## src/rtl/aud_ctrl_pkg.sv

```systemverilog
// aud_ctrl_pkg: shared state codes for the audio
// record/playback mode controller.
package aud_ctrl_pkg;

  localparam logic [2:0] ST_CODE_INIT   = 3'd0;
  localparam logic [2:0] ST_CODE_IDLE   = 3'd1;
  localparam logic [2:0] ST_CODE_RECORD = 3'd2;
  localparam logic [2:0] ST_CODE_PLAY   = 3'd3;
  localparam logic [2:0] ST_CODE_PAUSE  = 3'd4;

  typedef enum logic [2:0] {
    ST_INIT   = ST_CODE_INIT,
    ST_IDLE   = ST_CODE_IDLE,
    ST_RECORD = ST_CODE_RECORD,
    ST_PLAY   = ST_CODE_PLAY,
    ST_PAUSE  = ST_CODE_PAUSE
  } state_e;

endpackage

```

## src/rtl/aud_mode_ctrl_if.sv

```systemverilog
// aud_mode_ctrl_if: asynchronous SRAM bus between
// the mode controller (master) and the memory.
interface aud_mode_ctrl_if #(
  parameter int ADDR_W = 20,
  parameter int DATA_W = 16
) ();

  logic [ADDR_W-1:0] addr;
  logic [DATA_W-1:0] wdata;
  logic              we_n;
  logic [DATA_W-1:0] rdata;

  modport master (
    output addr,
    output wdata,
    output we_n,
    input  rdata
  );

  modport slave (
    input  addr,
    input  wdata,
    input  we_n,
    output rdata
  );

endinterface

```

## src/rtl/aud_time_counter.sv

```systemverilog
// aud_time_counter: sample-strobe divider feeding a
// saturating elapsed-seconds counter.
module aud_time_counter #(
  parameter int SAMPLES_PER_SEC = 32000,
  parameter int TIME_W          = 6
) (
  input  logic              i_clk,
  input  logic              i_rst_n,
  input  logic              i_clr,
  input  logic              i_en,
  output logic [TIME_W-1:0] o_time
);

  localparam int CNT_W =
    (SAMPLES_PER_SEC > 1) ? $clog2(SAMPLES_PER_SEC) : 1;
  localparam logic [CNT_W-1:0] CNT_MAX =
    CNT_W'(SAMPLES_PER_SEC - 1);

  logic [CNT_W-1:0] cnt_r;

  // Divide strobes down to seconds; hold at all-ones
  always_ff @(posedge i_clk or negedge i_rst_n) begin
    if (!i_rst_n) begin
      cnt_r  <= '0;
      o_time <= '0;
    end else if (i_clr) begin
      cnt_r  <= '0;
      o_time <= '0;
    end else if (i_en) begin
      if (cnt_r == CNT_MAX) begin
        cnt_r <= '0;
        if (!(&o_time))
          o_time <= o_time + TIME_W'(1);
      end else begin
        cnt_r <= cnt_r + CNT_W'(1);
      end
    end
  end

endmodule

```

## src/rtl/aud_mode_ctrl.sv

```systemverilog
// aud_mode_ctrl: record/playback FSM with SRAM sequencing.
// Define AUD_CTRL_LOOP_EN to make playback wrap at take end.
module aud_mode_ctrl
  import aud_ctrl_pkg::*;
#(
  parameter int ADDR_W          = 20,
  parameter int DATA_W          = 16,
  parameter int SAMPLES_PER_SEC = 32000,
  parameter int TIME_W          = 6
) (
  input  logic              i_clk,
  input  logic              i_rst_n,
  input  logic              i_init_done,
  input  logic              i_key_rec,
  input  logic              i_key_play,
  input  logic              i_key_stop,
  input  logic              i_sample_stb,
  input  logic [DATA_W-1:0] i_rec_data,
  aud_mode_ctrl_if.master   sram,
  output logic [DATA_W-1:0] o_play_data,
  output logic              o_play_valid,
  output logic [2:0]        o_state,
  output logic [ADDR_W:0]   o_rec_len,
  output logic [TIME_W-1:0] o_time
);

  state_e state_r, state_n;

  logic [ADDR_W-1:0] addr_r;
  logic [ADDR_W:0]   addr_nx;
  logic [ADDR_W:0]   len_n;
  logic wr_stb, rd_stb;
  logic rec_full, play_end;
  logic addr_clr, len_ld, t_clr;
  logic rd_pend_r;

  assign wr_stb   = i_sample_stb && (state_r == ST_RECORD);
  assign rd_stb   = i_sample_stb && (state_r == ST_PLAY);
  assign addr_nx  = {1'b0, addr_r} + (ADDR_W+1)'(1);
  assign rec_full = wr_stb && (&addr_r);
  assign play_end = rd_stb && (addr_nx == o_rec_len);
  // A strobe landing with stop still counts toward the take
  assign len_n    = wr_stb ? addr_nx : {1'b0, addr_r};
  assign o_state  = state_r;

  // Next state from keys (stop > rec > play) and take end
  always_comb begin
    state_n  = state_r;
    addr_clr = 1'b0;
    t_clr    = 1'b0;
    len_ld   = 1'b0;
    unique case (state_r)
      ST_INIT: begin
        if (i_init_done)
          state_n = ST_IDLE;
      end
      ST_IDLE: begin
        if (i_key_stop) begin
          state_n = ST_IDLE;
        end else if (i_key_rec) begin
          state_n  = ST_RECORD;
          addr_clr = 1'b1;
          t_clr    = 1'b1;
        end else if (i_key_play && (o_rec_len != '0)) begin
          state_n  = ST_PLAY;
          addr_clr = 1'b1;
          t_clr    = 1'b1;
        end
      end
      ST_RECORD: begin
        if (i_key_stop || rec_full) begin
          state_n = ST_IDLE;
          len_ld  = 1'b1;
        end
      end
      ST_PLAY: begin
        if (i_key_stop) begin
          state_n = ST_IDLE;
        end else if (play_end) begin
`ifdef AUD_CTRL_LOOP_EN
          addr_clr = 1'b1;
          t_clr    = 1'b1;
          if (i_key_play)
            state_n = ST_PAUSE;
`else
          state_n = ST_IDLE;
`endif
        end else if (i_key_play) begin
          state_n = ST_PAUSE;
        end
      end
      ST_PAUSE: begin
        if (i_key_stop)
          state_n = ST_IDLE;
        else if (i_key_play)
          state_n = ST_PLAY;
      end
      default: state_n = ST_INIT;
    endcase
  end

  // State, take address counter and committed take length
  always_ff @(posedge i_clk or negedge i_rst_n) begin
    if (!i_rst_n) begin
      state_r   <= ST_INIT;
      addr_r    <= '0;
      o_rec_len <= '0;
    end else begin
      state_r <= state_n;
      if (addr_clr)
        addr_r <= '0;
      else if (wr_stb || rd_stb)
        addr_r <= addr_nx[ADDR_W-1:0];
      if (len_ld)
        o_rec_len <= len_n;
    end
  end

  // SRAM strobes and two-cycle playback read pipeline
  always_ff @(posedge i_clk or negedge i_rst_n) begin
    if (!i_rst_n) begin
      sram.addr    <= '0;
      sram.wdata   <= '0;
      sram.we_n    <= 1'b1;
      rd_pend_r    <= 1'b0;
      o_play_data  <= '0;
      o_play_valid <= 1'b0;
    end else begin
      sram.we_n    <= ~wr_stb;
      rd_pend_r    <= rd_stb;
      o_play_valid <= rd_pend_r;
      if (wr_stb || rd_stb)
        sram.addr <= addr_r;
      if (wr_stb)
        sram.wdata <= i_rec_data;
      if (rd_pend_r)
        o_play_data <= sram.rdata;
    end
  end

  aud_time_counter #(
    .SAMPLES_PER_SEC(SAMPLES_PER_SEC),
    .TIME_W         (TIME_W)
  ) u_time (
    .i_clk  (i_clk),
    .i_rst_n(i_rst_n),
    .i_clr  (t_clr),
    .i_en   (wr_stb || rd_stb),
    .o_time (o_time)
  );

endmodule

```

## src/flat_wrapper.sv

```systemverilog
// flat-port wrapper written by rule: the top's interface ports become plain ports
module aud_mode_ctrl_flat import aud_ctrl_pkg::*;
#(
  parameter int ADDR_W          = 20,
  parameter int DATA_W          = 16,
  parameter int SAMPLES_PER_SEC = 32000,
  parameter int TIME_W          = 6
)
  (i_clk, i_rst_n, i_init_done, i_key_rec, i_key_play, i_key_stop, i_sample_stb, i_rec_data, o_play_data, o_play_valid, o_state, o_rec_len, o_time, sram_addr, sram_wdata, sram_we_n, sram_rdata);
  aud_mode_ctrl_if #(.ADDR_W(ADDR_W), .DATA_W(DATA_W)) sram_i ();
  input  logic i_clk;
  input  logic i_rst_n;
  input  logic i_init_done;
  input  logic i_key_rec;
  input  logic i_key_play;
  input  logic i_key_stop;
  input  logic i_sample_stb;
  input  logic [DATA_W-1:0] i_rec_data;
  output logic [DATA_W-1:0] o_play_data;
  output logic o_play_valid;
  output logic [2:0] o_state;
  output logic [ADDR_W:0] o_rec_len;
  output logic [TIME_W-1:0] o_time;
  output wire logic [$bits(sram_i.addr)-1:0] sram_addr;
  output wire logic [$bits(sram_i.wdata)-1:0] sram_wdata;
  output wire logic [$bits(sram_i.we_n)-1:0] sram_we_n;
  input wire logic [$bits(sram_i.rdata)-1:0] sram_rdata;
  assign sram_addr = sram_i.addr;
  assign sram_wdata = sram_i.wdata;
  assign sram_we_n = sram_i.we_n;
  assign sram_i.rdata = sram_rdata;
  aud_mode_ctrl #(.ADDR_W(ADDR_W), .DATA_W(DATA_W), .SAMPLES_PER_SEC(SAMPLES_PER_SEC), .TIME_W(TIME_W)) u_core (.i_clk(i_clk), .i_rst_n(i_rst_n), .i_init_done(i_init_done), .i_key_rec(i_key_rec), .i_key_play(i_key_play), .i_key_stop(i_key_stop), .i_sample_stb(i_sample_stb), .i_rec_data(i_rec_data), .sram(sram_i), .o_play_data(o_play_data), .o_play_valid(o_play_valid), .o_state(o_state), .o_rec_len(o_rec_len), .o_time(o_time));
endmodule
```

## config.mk

```make
export PLATFORM = sky130hd
export DESIGN_NAME = aud_mode_ctrl_flat
export DESIGN_NICKNAME = d
export VERILOG_FILES = /design/src/rtl/aud_ctrl_pkg.sv /design/src/rtl/aud_mode_ctrl_if.sv /design/src/rtl/aud_time_counter.sv /design/src/rtl/aud_mode_ctrl.sv /design/src/flat_wrapper.sv
export SDC_FILE = /design/constraint.sdc
export NUM_CORES = 1
export LEC_CHECK = 0
export ABC_AREA = 1
export CAP_MARGIN = 20
export CELL_PAD_IN_SITES_DETAIL_PLACEMENT = 1
export CELL_PAD_IN_SITES_GLOBAL_PLACEMENT = 2
export CORE_MARGIN = 2
export CORE_UTILIZATION = 27
export CTS_BUF_LIST = sky130_fd_sc_hd__clkbuf_8 sky130_fd_sc_hd__clkbuf_16
export DETAILED_ROUTE_END_ITERATION = 8
export GPL_TIMING_DRIVEN = 0
export PLACE_DENSITY = 0.73
export SYNTH_ARGS = -nofsm -noshare
export SYNTH_HDL_FRONTEND = slang
export SYNTH_SLANG_ARGS = --single-unit
```

## constraint.sdc

```tcl
create_clock -name i_clk -period 2.1 [get_ports i_clk]
set_clock_uncertainty 0.05 [all_clocks]
set_input_delay 0.42 -clock i_clk [delete_from_list [all_inputs] [get_ports i_clk]]
set_output_delay 0.42 -clock i_clk [all_outputs]
set_load 0.02 [all_outputs]
```

Yosys cells after proc, flatten, opt, wreduce, memory -nomap -nowiden
Cells that the tools add are included.
- register bits: 120
- output and inout port bits: 84
- input bits: 39
- logic and storage cells: 69
- $add $sub $neg: 3
- multiplexer cells: 27
- bitwise logic cells: 1
- reductions and logical operators: 15
- equality and inequality tests: 12
- operators with widths (operator ; number):
    $mux 15 ; 3
    $mux 20 ; 2
    $mux 3 ; 10
    $mux 6 ; 4
    $add 20x1->21 const B ; 1
    $eq 21x21->1 ; 1
    $mux 21 ; 1
    $reduce_bool 21->1 ; 1
    $reduce_and 20->1 ; 1
    $add 15x1->15 const B ; 1
    $eq 15x15->1 const B ; 1
    $pmux 3 s5 ; 1
    $ne 4x3->1 const B ; 2
    $add 6x1->6 const B ; 1
    $eq 3x2->1 const B ; 2
    $mux 1 ; 6
    $reduce_and 6->1 ; 1
    $logic_and 1x1->1 ; 5
    $reduce_and 5->1 ; 1
    $ne 2x2->1 const B ; 2
    $reduce_bool 2->1 ; 2
    $eq 3x1->1 const B ; 1
    $eq 3x3->1 const B ; 1
    $logic_not 3->1 ; 1
    other kinds (5) ; 6

Longest topological paths before layout
Gate-level depths: netlist of run 1.
- word-level depth: 8
- depth in mapped cells: 17

By module
From an unflattened synthesis of run 1, not the netlist that was laid out.
- cells, all modules: 828
- area, all modules: 6334.8 um2
- by module, submodules not included (module ; instances ; area each (um2) ; cells an instance):
    aud_mode_ctrl ; 1 ; 4988.5 ; 637
    aud_time_counter ; 1 ; 1346.3 ; 191

Worst setup path before layout of run 1
No wires, ideal clock.
- path kind: reg2reg
- from: reg u_core.state_r[1] (netlist: u_core.o_state[1])
- to: reg u_core.o_rec_len[18]
- cell stages (with the launch flop): 15
- library setup time: 0.129 ns
- path buffers: 1
- data required time: 1.921 ns
- data arrival time: 1.780 ns
- path slack: 0.142 ns
- path through: dfrtp_1 > inv_1 > nor2_2 > inv_2 > nor2_2 > inv_2 > nor2_2 > nand3_1 > nand2_1 > inv_2 > nor2_2 > buf_4 > inv_2 > a21oi_1 > a22oi_1
- word-level cells in the longest chain between the ends: 6
- elaborated cells between the ends (all ways): 7
- classes of those cells: eq/ne (1); mux (3); reduce/logical (3)
- RTL lines (what ; RTL line ; source):
    start: declaration ; aud_mode_ctrl.sv:27 ; state_e state_r, state_n;
    start signal: assignment ; aud_mode_ctrl.sv:109 ; state_r <= state_n;
    $eq 3x2->1 * ; aud_mode_ctrl.sv:37, aud_mode_ctrl.sv:52 ;
    $logic_and 1x1->1 ; aud_mode_ctrl.sv:37 ; assign wr_stb = i_sample_stb && (state_r == ST_RECORD);
    $logic_and 1x1->1 ; aud_mode_ctrl.sv:40 ; assign rec_full = wr_stb && (&addr_r);
    $logic_or 1x1->1 ; aud_mode_ctrl.sv:71 ; if (i_key_stop || rec_full) begin
    $mux 1 ; aud_mode_ctrl.sv:71 ;
    $mux 1 ; aud_mode_ctrl.sv:52 ; unique case (state_r)
    end signal: assignment ; aud_mode_ctrl.sv:115 ; o_rec_len <= len_n;
    end: declaration ; aud_mode_ctrl.sv:23 ; output logic [ADDR_W:0] o_rec_len,
Every way passes the cells marked *; elsewhere a longest branch is shown, timed or not.
A chain may end at the register's enable or synchronous reset.

Worst setup path after layout of run 1
- from: reg u_core.addr_r[0]
- to: reg u_core.state_r[1] (netlist: u_core.o_state[1])
- word-level cells in the longest chain between the ends: 6
- elaborated cells between the ends (all ways): 12
- classes of those cells: add/sub (1); eq/ne (3); mux (3); reduce/logical (5)
- RTL lines (what ; RTL line ; source):
    start: declaration ; aud_mode_ctrl.sv:29 ; logic [ADDR_W-1:0] addr_r;
    start signal: assignment ; aud_mode_ctrl.sv:113 ; addr_r <= addr_nx[ADDR_W-1:0];
    $add 20x1->21 ; aud_mode_ctrl.sv:39 ; assign addr_nx = {1'b0, addr_r} + (ADDR_W+1)'(1);
    $eq 21x21->1 ; aud_mode_ctrl.sv:41 ; assign play_end = rd_stb && (addr_nx == o_rec_len);
    $logic_and 1x1->1 ; aud_mode_ctrl.sv:41 ;
    $mux 3 ; aud_mode_ctrl.sv:79 ; end else if (play_end) begin
    $mux 3 ; aud_mode_ctrl.sv:77 ; if (i_key_stop) begin
    $pmux 3 s5 ; aud_mode_ctrl.sv:52 ;
Several ways; a longest one is shown, not always the timed one.

==> results summary, run 1 <==
The timing-limited maximum frequency is 447 MHz. The data arrival time at the worst-slack endpoint came out at 2.50 ns. The number of cells on the worst hold path is 0. The first global-routing pass estimated 33800 microns of wire. The number of global-route vias before repair came out at 5957. The remaining routing DRC violations is 0. After the last flow step, the layout net total stands at 1036. The largest stage delay on the critical path came out at 0.41 ns. The clock share of power is 23.5%. The accumulated negative setup slack is -0.457 ns. The cell area after technology mapping is 6170 sq um. The clock-pin slew reported for the worst setup and hold paths after clock tree synthesis is 0.06 ns. The die outline area is 24100 sq um. The synthesized netlist contains 37 unique library cells.

The total count of hold-check failures in the final report came out at 0. The synthesized instance count is 795. The mean area per synthesized cell came out at 7.76 sq um. The post-placement setup slack came out at -0.774 ns. The site row count is 55.

The routing usage on met1 is 25.1%. The power spent charging and discharging nets came out at 5950 uW. The checks that failed: negative setup slack. The number of buffers inserted during clock tree synthesis is 17.

CTS saw 120 sinks. The critical path buffer and inverter count is 1. The relative max-transition margin is 52.0%. The most used flip-flop cell after synthesis is sky130_fd_sc_hd__dfrtp_1. Per report_power, the combinational group accounts for 48.7% of the total. The final HPWL from detailed placement is 15500 microns. The number of H-tree levels came out at 4. The count of fill cells added during filler insertion is 2623.

On the critical path, the stage with the largest delay is an instance of sky130_fd_sc_hd__dfrtp_2. The largest total area in the synthesized netlist belongs to sky130_fd_sc_hd__dfrtp_1. The total core area came out at 22500 sq um. The number of warning messages in the yosys log came out at 0. The flow ran to the end, but the final reports show violations.

The cell-internal power came out at 8470 uW. Walking the worst path, the cells encountered are ha_4 -> nand2_4 -> nor2_8 -> buf_4 -> nand2_1 -> nand3_2 -> nand3_2 -> nor2_4 -> nand3_4 -> nor2_4 -> nand3_4 -> nand2_4 -> nand2_4 -> nor2_2 -> nor2_1. STA classifies the critical path startpoint as a register. The via count normalized by instance count is 4.69. The detailed router placed 6062 vias in this run. For this design the static power due to leakage is 0.00436 uW. The data required time of the critical path is 2.36 ns. The maximum vdd ir drop is 0.636 mV. The critical-path maximum fanout came out at 7.

The number of antenna cells inserted came out at 0. Setup repair after global routing could not meet its margin everywhere. met2 is the most crowded layer. The synthesized netlist net count is 837.

Compared with the post-synthesis result, the final layout area differs by 57.3%. The fraction of met2 tracks used by global routing is 30.4%. The number of cells on the worst reg-to-reg path is 15. The number of pins with negative max-slew slack in the final report came to 0. Dividing the detail-routed wire length by the instance count gives 17.5 microns. The post-route netlist has 26.7% of its cells at a drive strength greater than 1. The number of placed I/O pins came out at 123.

Subtracting the final worst setup slack from the clock period gives 2.23 ns. The DRC violation total after the first TritonRoute iteration is 241. The cell chosen for the clock root is sky130_fd_sc_hd__clkbuf_16. Setup violations remaining at the end of the flow were counted as 14. On the critical path the largest part of the delay comes from simple AND/OR/NAND/NOR gates.

The share of total power in sequential cells came out at 27.8%. The critical path is of the reg2reg type. The share of the yosys chip area belonging to registers is 48.7%.

The length of the first detailed-routing pass in iterations came out at 4. STA classifies the critical path endpoint as a register. Once detail routing completed, the nets flagged for antenna violations numbered 0.

The part of the cycle the worst path needs is 106%. The height of the die is 155 microns. The initial antenna violation count was 0. The initial cell density of the core came out at 27.4%.

The routing usage on met3 came out at 3.65%. The count of input and output buffers is 122. The routability congestion estimate from global placement is 0.786. The slew of the pin with the lowest slew margin is 0.720 ns.

The total stage count of the critical path came out at 15. The cell with the most instances on the worst path is sky130_fd_sc_hd__nand2_4. The final global-route overflow total is 0. The largest net degree at the start of global routing is 82. The count of flip-flops with a built-in enable after synthesis came out at 0. The buffer levels on the longest clock path is 2. The clock tree from TritonCTS is yes.

The tightest min-delay check is of the reg2reg type. The worst-case setup margin in the final layout is -0.135 ns. For the worst-skew pair, the clock arrives at the later sink with an insertion delay of 0.42 ns.

Counting flops and latches in the post-synthesis netlist gives 120. The total global routing track utilization is 18.4%. The total routed wirelength came out at 22600 microns. The die extent in x came out at 155 microns. The proportion of register bits with asynchronous set or reset after synthesis came out at 100%. The number of maximum-capacitance violations came out at 0.

After synthesis, the cell types taking the most area are sky130_fd_sc_hd__dfrtp_1 (48%), sky130_fd_sc_hd__nand2_1 (14%), sky130_fd_sc_hd__inv_1 (5.2%). The ratio of total power to cell area is 1490 nW/um^2. The switching power as a share of total power came out at 41.3%. The share of synthesized area in the top cell type comes to 48.3%.
## synth_stat cells (2+ instances only)
master,number
sky130_fd_sc_hd__nor2_4,4
sky130_fd_sc_hd__dfrtp_1,119
sky130_fd_sc_hd__o21ai_1,9
sky130_fd_sc_hd__nand3_2,3
sky130_fd_sc_hd__ha_1,3
sky130_fd_sc_hd__xor2_1,6
sky130_fd_sc_hd__nor2_2,6
sky130_fd_sc_hd__clkbuf_1,13
sky130_fd_sc_hd__nand3_1,61
sky130_fd_sc_hd__mux2_2,16
sky130_fd_sc_hd__nand4_1,16
sky130_fd_sc_hd__nand2_2,4
sky130_fd_sc_hd__nand2_1,237
sky130_fd_sc_hd__o21a_1,2
sky130_fd_sc_hd__buf_1,3
sky130_fd_sc_hd__a41oi_1,2
sky130_fd_sc_hd__a21oi_1,24
sky130_fd_sc_hd__nor3_1,11
sky130_fd_sc_hd__nor2_1,68
sky130_fd_sc_hd__buf_2,2
sky130_fd_sc_hd__nand2_4,2
sky130_fd_sc_hd__nor4_1,2
sky130_fd_sc_hd__o22ai_1,13
sky130_fd_sc_hd__o21ai_0,63
sky130_fd_sc_hd__o211ai_1,2
sky130_fd_sc_hd__inv_2,8
sky130_fd_sc_hd__inv_1,85
sky130_fd_sc_hd__a21boi_0,2
## worst reg2reg max path, cell delays in order (launching register included)
cell                      delay (ns)
sky130_fd_sc_hd__dfrtp_2        0.41
sky130_fd_sc_hd__ha_4           0.18
sky130_fd_sc_hd__nand2_4        0.08
sky130_fd_sc_hd__nor2_8         0.18
sky130_fd_sc_hd__buf_4          0.16
sky130_fd_sc_hd__nand2_1        0.10
sky130_fd_sc_hd__nand3_2        0.10
sky130_fd_sc_hd__nand3_2        0.09
sky130_fd_sc_hd__nor2_4         0.14
sky130_fd_sc_hd__nand3_4        0.10
sky130_fd_sc_hd__nor2_4         0.14
sky130_fd_sc_hd__nand3_4        0.10
sky130_fd_sc_hd__nand2_4        0.08
sky130_fd_sc_hd__nand2_4        0.05
sky130_fd_sc_hd__nor2_2         0.10
sky130_fd_sc_hd__nor2_1         0.05
## power by group through the flow
stage	logic [uW]	registers (uW)	clock network [uW]
floorplan	2350	4630	0
global placement	5500	3990	0
detailed placement	5570	4010	0
CTS	6100	3990	3460
global route	7610	4140	3570
finish	7020	4010	3390
## cell usage in the layout, fill, tap and decap left out, types with 6 or more instances in the layout
cell type                         count
sky130_fd_sc_hd__nand3_1             51
sky130_fd_sc_hd__nor3_1               7
sky130_fd_sc_hd__nand4_1             16
sky130_fd_sc_hd__inv_1               71
sky130_fd_sc_hd__bufinv_16            6
sky130_fd_sc_hd__inv_2               16
sky130_fd_sc_hd__mux2_2              16
sky130_fd_sc_hd__buf_4               41
sky130_fd_sc_hd__o21ai_0             41
sky130_fd_sc_hd__nand2_4             12
sky130_fd_sc_hd__buf_12               6
sky130_fd_sc_hd__clkdlybuf4s50_1    120
sky130_fd_sc_hd__nand3_2              8
sky130_fd_sc_hd__nand2_2             23
sky130_fd_sc_hd__o21ai_1             23
sky130_fd_sc_hd__clkbuf_16           20
sky130_fd_sc_hd__nor2_2              17
sky130_fd_sc_hd__nor2_4              17
sky130_fd_sc_hd__a21oi_2              6
sky130_fd_sc_hd__dfrtp_2              6
sky130_fd_sc_hd__o22ai_1             10
sky130_fd_sc_hd__dfrtp_1            113
sky130_fd_sc_hd__a21oi_1             18
sky130_fd_sc_hd__o21ai_2              8
sky130_fd_sc_hd__buf_6               10
sky130_fd_sc_hd__nor2_1              44
sky130_fd_sc_hd__nand2_1            204
## through the flow
stage	instances	cell area (sq um)	utilization, %	power [uW]	hold WS [ns]
after floorplan	795	6170	-	6980	0.0744
after global placement	1202	7740	34.4	9500	0.310
after detailed placement	1203	7770	34.5	9580	0.312
after CTS	1263	8920	39.7	13600	0.338
after global routing	1292	9700	43.1	15300	0.342
final	1292	9700	43.1	14400	0.338
## layout make-up
type	instances	area (sq um)	share of cell area [%]
multi-input cells	561	3290	33.9
flip-flops and latches	120	3010	31.1
repair buffers	178	1790	18.5
clock buffers	17	425	4.39
inverters	94	385	3.97
well taps	285	357	3.68
clock inverters	15	250	2.58
plain buffers	21	181	1.87
repair inverters	1	8.76	0.0903
## worst paths after layout
| path | start | endpoint | slack, ns |
|---|---|---|---|
| worst min-delay path | u_core.rd_pend_r | u_core.o_play_valid | 0.34 |
| worst max-delay path | u_core.addr_r[0] | u_core.o_state[1] | -0.13 |
| max in group asynchronous | i_rst_n | u_core.addr_r[1] | 0.80 |
| worst max register to register | u_core.addr_r[0] | u_core.o_state[1] | -0.13 |
| worst min register to register | u_core.rd_pend_r | u_core.o_play_valid | 0.34 |
| min in group asynchronous | i_rst_n | u_core.o_rec_len[13] | 0.42 |
## state kept, by name (all words and copies together) (netlist names)
register	flops
u_core.sram.addr	20
u_core.sram.we_n	1
u_core.o_state	3
u_core.o_rec_len	21
u_core.rd_pend_r	1
u_core.o_play_valid	1
u_core.addr_r	20
u_core.u_time.cnt_r	15
u_core.u_time.o_time	6
u_core.sram.wdata	16
u_core.o_play_data	16
## cell families after synthesis
group	count (synthesis)	synth area share, %
AO/OA/AOI/OAI	119	10.4
XOR/XNOR	6	0.852
adder cells (fa/ha/maj)	3	0.609
buffers and inverters	115	7.24
flip-flops	120	48.7
multiplexers	16	2.92
AND/OR/NAND/NOR	416	29.3
## layer usage
layer	vias up	wire [microns]	share of wire, %
met2	77	11200	50
met4	0	263	1.2
met5	-	0	0
li1	2991	-	-
met1	2975	10600	47
met3	19	592	2.6
## what timing repair did
item,CTS,global route
buffers inserted,27,24
hold endpoints to repair,38,0
pin swaps,16,52
gates cloned,0,5
endpoints found under the setup margin,101,75
hold buffers,1,0
gates resized for setup,74,167
No activity file was read; power rests on OpenSTA's default activity.
==> run 2, diff against run 1 <==
- CELL_PAD_IN_SITES_DETAIL_PLACEMENT: 1 -> default
- CELL_PAD_IN_SITES_GLOBAL_PLACEMENT: 2 -> default
- CORE_UTILIZATION: 27 -> 47
==> run 2 against run 1 <==
- the flow still finishes with violations (negative setup slack)
- utilization increased by 28 points
- critical path depth increased by 1
- hold slack improved by 0.021 ns
- routed wire length decreased by 18%
- critical path type unchanged
- via count increased by 1.5%
- non-clock buffer count decreased by 22
- first-iteration DRC count increased by 95%
- register-to-register slack about the same
==> results summary, run 2 (synthesis results as in run 1) <==
The flow ran to the end, but the final reports show violations. The final reports fail on negative setup slack. The critical-path maximum fanout came out at 4.

Leaving out fill and tap cells, the most frequent cell in the layout is sky130_fd_sc_hd__nand2_1. The cell area reported after detailed placement is 7630 sq um. The share of total power in sequential cells came out at 29.8%.

The length of the first detailed-routing pass in iterations is 6. The worst setup path is launched from a register. The footprint of the multi-input gates came out at 3140 sq um.

The number of cells on the worst reg-to-reg path is 16. The number of antenna cells inserted is 0. The post-route netlist has 21.8% of its cells at a drive strength greater than 1.

The share of total power in combinational logic is 47.5%. The die outline area is 14100 sq um. The register with the most flip-flops in the layout has 21 of them. The count of input and output buffers is 122.

The total core area is 12700 sq um. The tree is rooted in a sky130_fd_sc_hd__clkbuf_16. The switching power as a share of total power came out at 40.6%. In the global route stage, met2 resource usage came out at 39.6%. The clock-pin slew reported for the worst setup and hold paths after clock tree synthesis came out at 0.06 ns. The most critical setup path has its endpoint at u_core.o_state[1]. The part of the cycle the worst path needs is 107%.

The final HPWL from detailed placement came out at 12000 microns. The leakage power is 0.00405 uW. After detailed routing, the number of remaining DRC violations is 0. Data arrives at the worst endpoint at 2.49 ns. The per-cell routed wire length came out at 16.0 microns.

The total global routing track utilization came out at 25.2%. The initial antenna violation count came out at 0. The worst pin sits at a relative slew slack of 53.2%. The final standard cell area without fillers is 9070 sq um. The sequential cell area in the final layout came out at 3010 sq um. The congestion estimate from routability-driven global placement came to 0.905.

The largest register by flop count is u_core.o_rec_len. The cell-internal power came out at 7990 uW. Counting I/O delays and the setup requirement, the final critical path takes 2.24 ns. The DRC violation total after the first TritonRoute iteration is 470. The timing-limited maximum frequency is 447 MHz.

The total count of hold-check failures in the final report is 0. The final global-route overflow total came out at 0. Pin placement for this block handled 123 I/O pins.

The top cell types in the final layout, fill and taps aside, are sky130_fd_sc_hd__nand2_1 (219), sky130_fd_sc_hd__clkdlybuf4s50_1 (121), sky130_fd_sc_hd__dfrtp_1 (114). The buffer levels on the longest clock path is 2. The clock share of power came out at 22.6%. Entering global routing, the biggest net connects 62 pins. The final cell count without fillers came out at 1157.

Tracing the worst setup path back leads to its startpoint at u_core.addr_r[1]. The total placed cells including tap cells is 1090. In the routed layout, each cell is associated on average with a via count of 5.32. The number of nets in the finished design is 1014. The tightest min-delay check is of the reg2reg type. The number of global-route vias before repair came out at 5679. The worst register-to-register path ends at u_core.o_state[1].

The reg2reg setup slack is -0.14 ns. The critical path goes through ha_4 -> nand2_4 -> nor2_8 -> buf_4 -> nand2_1 -> nand2_1 -> nand2_1 -> nand3_2 -> nor2_2 -> nand3_2 -> nor2_2 -> nand3_2 -> nand2_2 -> nand2_4 -> nor2_1 -> nor2_1. The number of H-tree levels is 4. The largest stage delay on the critical path came out at 0.44 ns. The routing usage on met3 came out at 6.32%. The site row count is 41.

Setup repair after global routing could not meet its margin everywhere. The beginning of the worst register-to-register path is u_core.addr_r[1]. The final setup violation count is 6. Across the VDD grid, the largest voltage drop is 0.855 mV. Relative to the synthesized area, the layout overhead comes to 47.1%. The worst-path cell with the longest stage delay is sky130_fd_sc_hd__dfrtp_2.

The slew of the pin with the lowest slew margin is 0.696 ns. The worst-case setup margin in the final layout is -0.137 ns. STA classifies the critical path endpoint as a register. The sink count of the clock tree came out at 120. The most heavily used metal layer in global routing is met2. The initial cell density of the core is 48.5%. Measured along the y axis, the die boundary spans 119 microns. The number of maximum-capacitance violations came out at 0. The ratio of total power to cell area is 1480 nW/um^2. The power spent charging and discharging nets is 5450 uW. The total routed wirelength came out at 18500 microns.

TritonCTS built the clock tree. The via total after detailed routing is 6155. The source-to-sink clock delay at the later pin of the worst-skew pair came out at 0.42 ns. The number of buffers inserted during clock tree synthesis came out at 17. The count of nets left with antenna violations once routing finished came out at 0. The global-route wire length before repair came out at 27900 microns. The critical path in this run is classified as reg2reg. The post-placement setup slack is -0.541 ns.

The number of cells on the worst hold path came out at 0. In the final layout, the registers with the most flip-flops are u_core.o_rec_len x21, u_core.addr_r x20, u_core.sram.addr x20. The die extent in x is 119 microns.

After filler insertion, the fill cell instance count of the layout stands at 1004. The design draws 13400 uW. STA puts the critical path data required time at 2.36 ns. Global routing used 32.6% of the available met1 tracks. The number of pins with negative max-slew slack in the final report is 0.
-- run 2: per-layer routing --
layer	part of all wire, %	wire [microns]
met1	41	7650
met2	50	9200
met3	6.8	1260
met4	2.4	442
met5	0	0
-- run 2: cell type report --
type | instances | area share (%)
buffer | 19 | 1.46
clock buffer | 18 | 4.84
clock inverter | 14 | 1.97
inverter | 94 | 4.10
multi-input combinational | 561 | 34.6
sequential | 120 | 33.2
tap | 172 | 2.37
timing repair buffer | 158 | 17.3
timing repair inverter | 1 | 0.0966
-- run 2: timing repair --
| item | CTS | global route |
|---|---|---|
| setup buffers | 10 | 22 |
| gates cloned | 0 | 4 |
| hold buffers | 1 | 0 |
| pin swaps | 8 | 34 |
| gates resized for setup | 40 | 121 |
| endpoints found under the hold margin | 58 | 0 |
| endpoints found under the setup margin | 85 | 77 |
-- run 2: worst min-delay path by stage --
stage	slack, ns	startpoint	endpoint
floorplan	0.07	i_rst_n	u_core.addr_r[0]
global placement	0.33	u_core.rd_pend_r	u_core.o_play_valid
detailed placement	0.34	u_core.rd_pend_r	u_core.o_play_valid
CTS	0.36	u_core.rd_pend_r	u_core.o_play_valid
global route	0.38	u_core.rd_pend_r	u_core.o_play_valid
finish	0.36	u_core.rd_pend_r	u_core.o_play_valid
-- run 2: power groups by stage --
stage	Clock (uW)	Combinational, uW	Sequential, uW
2_1_floorplan	0	2350	4630
3_3_place_gp	0	5240	3950
3_5_place_dp	0	5310	3960
4_1_cts	3080	5570	3950
5_1_grt	3200	6920	4130
6_report	3040	6390	4010
-- run 2: worst max-delay path, delay by kind of cell, from the launching register on --
family | cells | cell delay, ns
DFF | 1 | 0.44
and+or+nand+nor | 14 | 1.30
adders and majority gates | 1 | 0.19
buffers and inverters | 1 | 0.14
-- run 2: through the flow --
step           hold WS [ns]  util [%]  setup TNS (ns)
6_report              0.359      71.3          -0.390
5_1_grt               0.376      71.3           -3.35
4_1_cts               0.358      66.5          -0.168
3_5_place_dp          0.344      60.0          -33.16
3_3_place_gp          0.329      59.8         -524.87
2_1_floorplan        0.0744         -               0
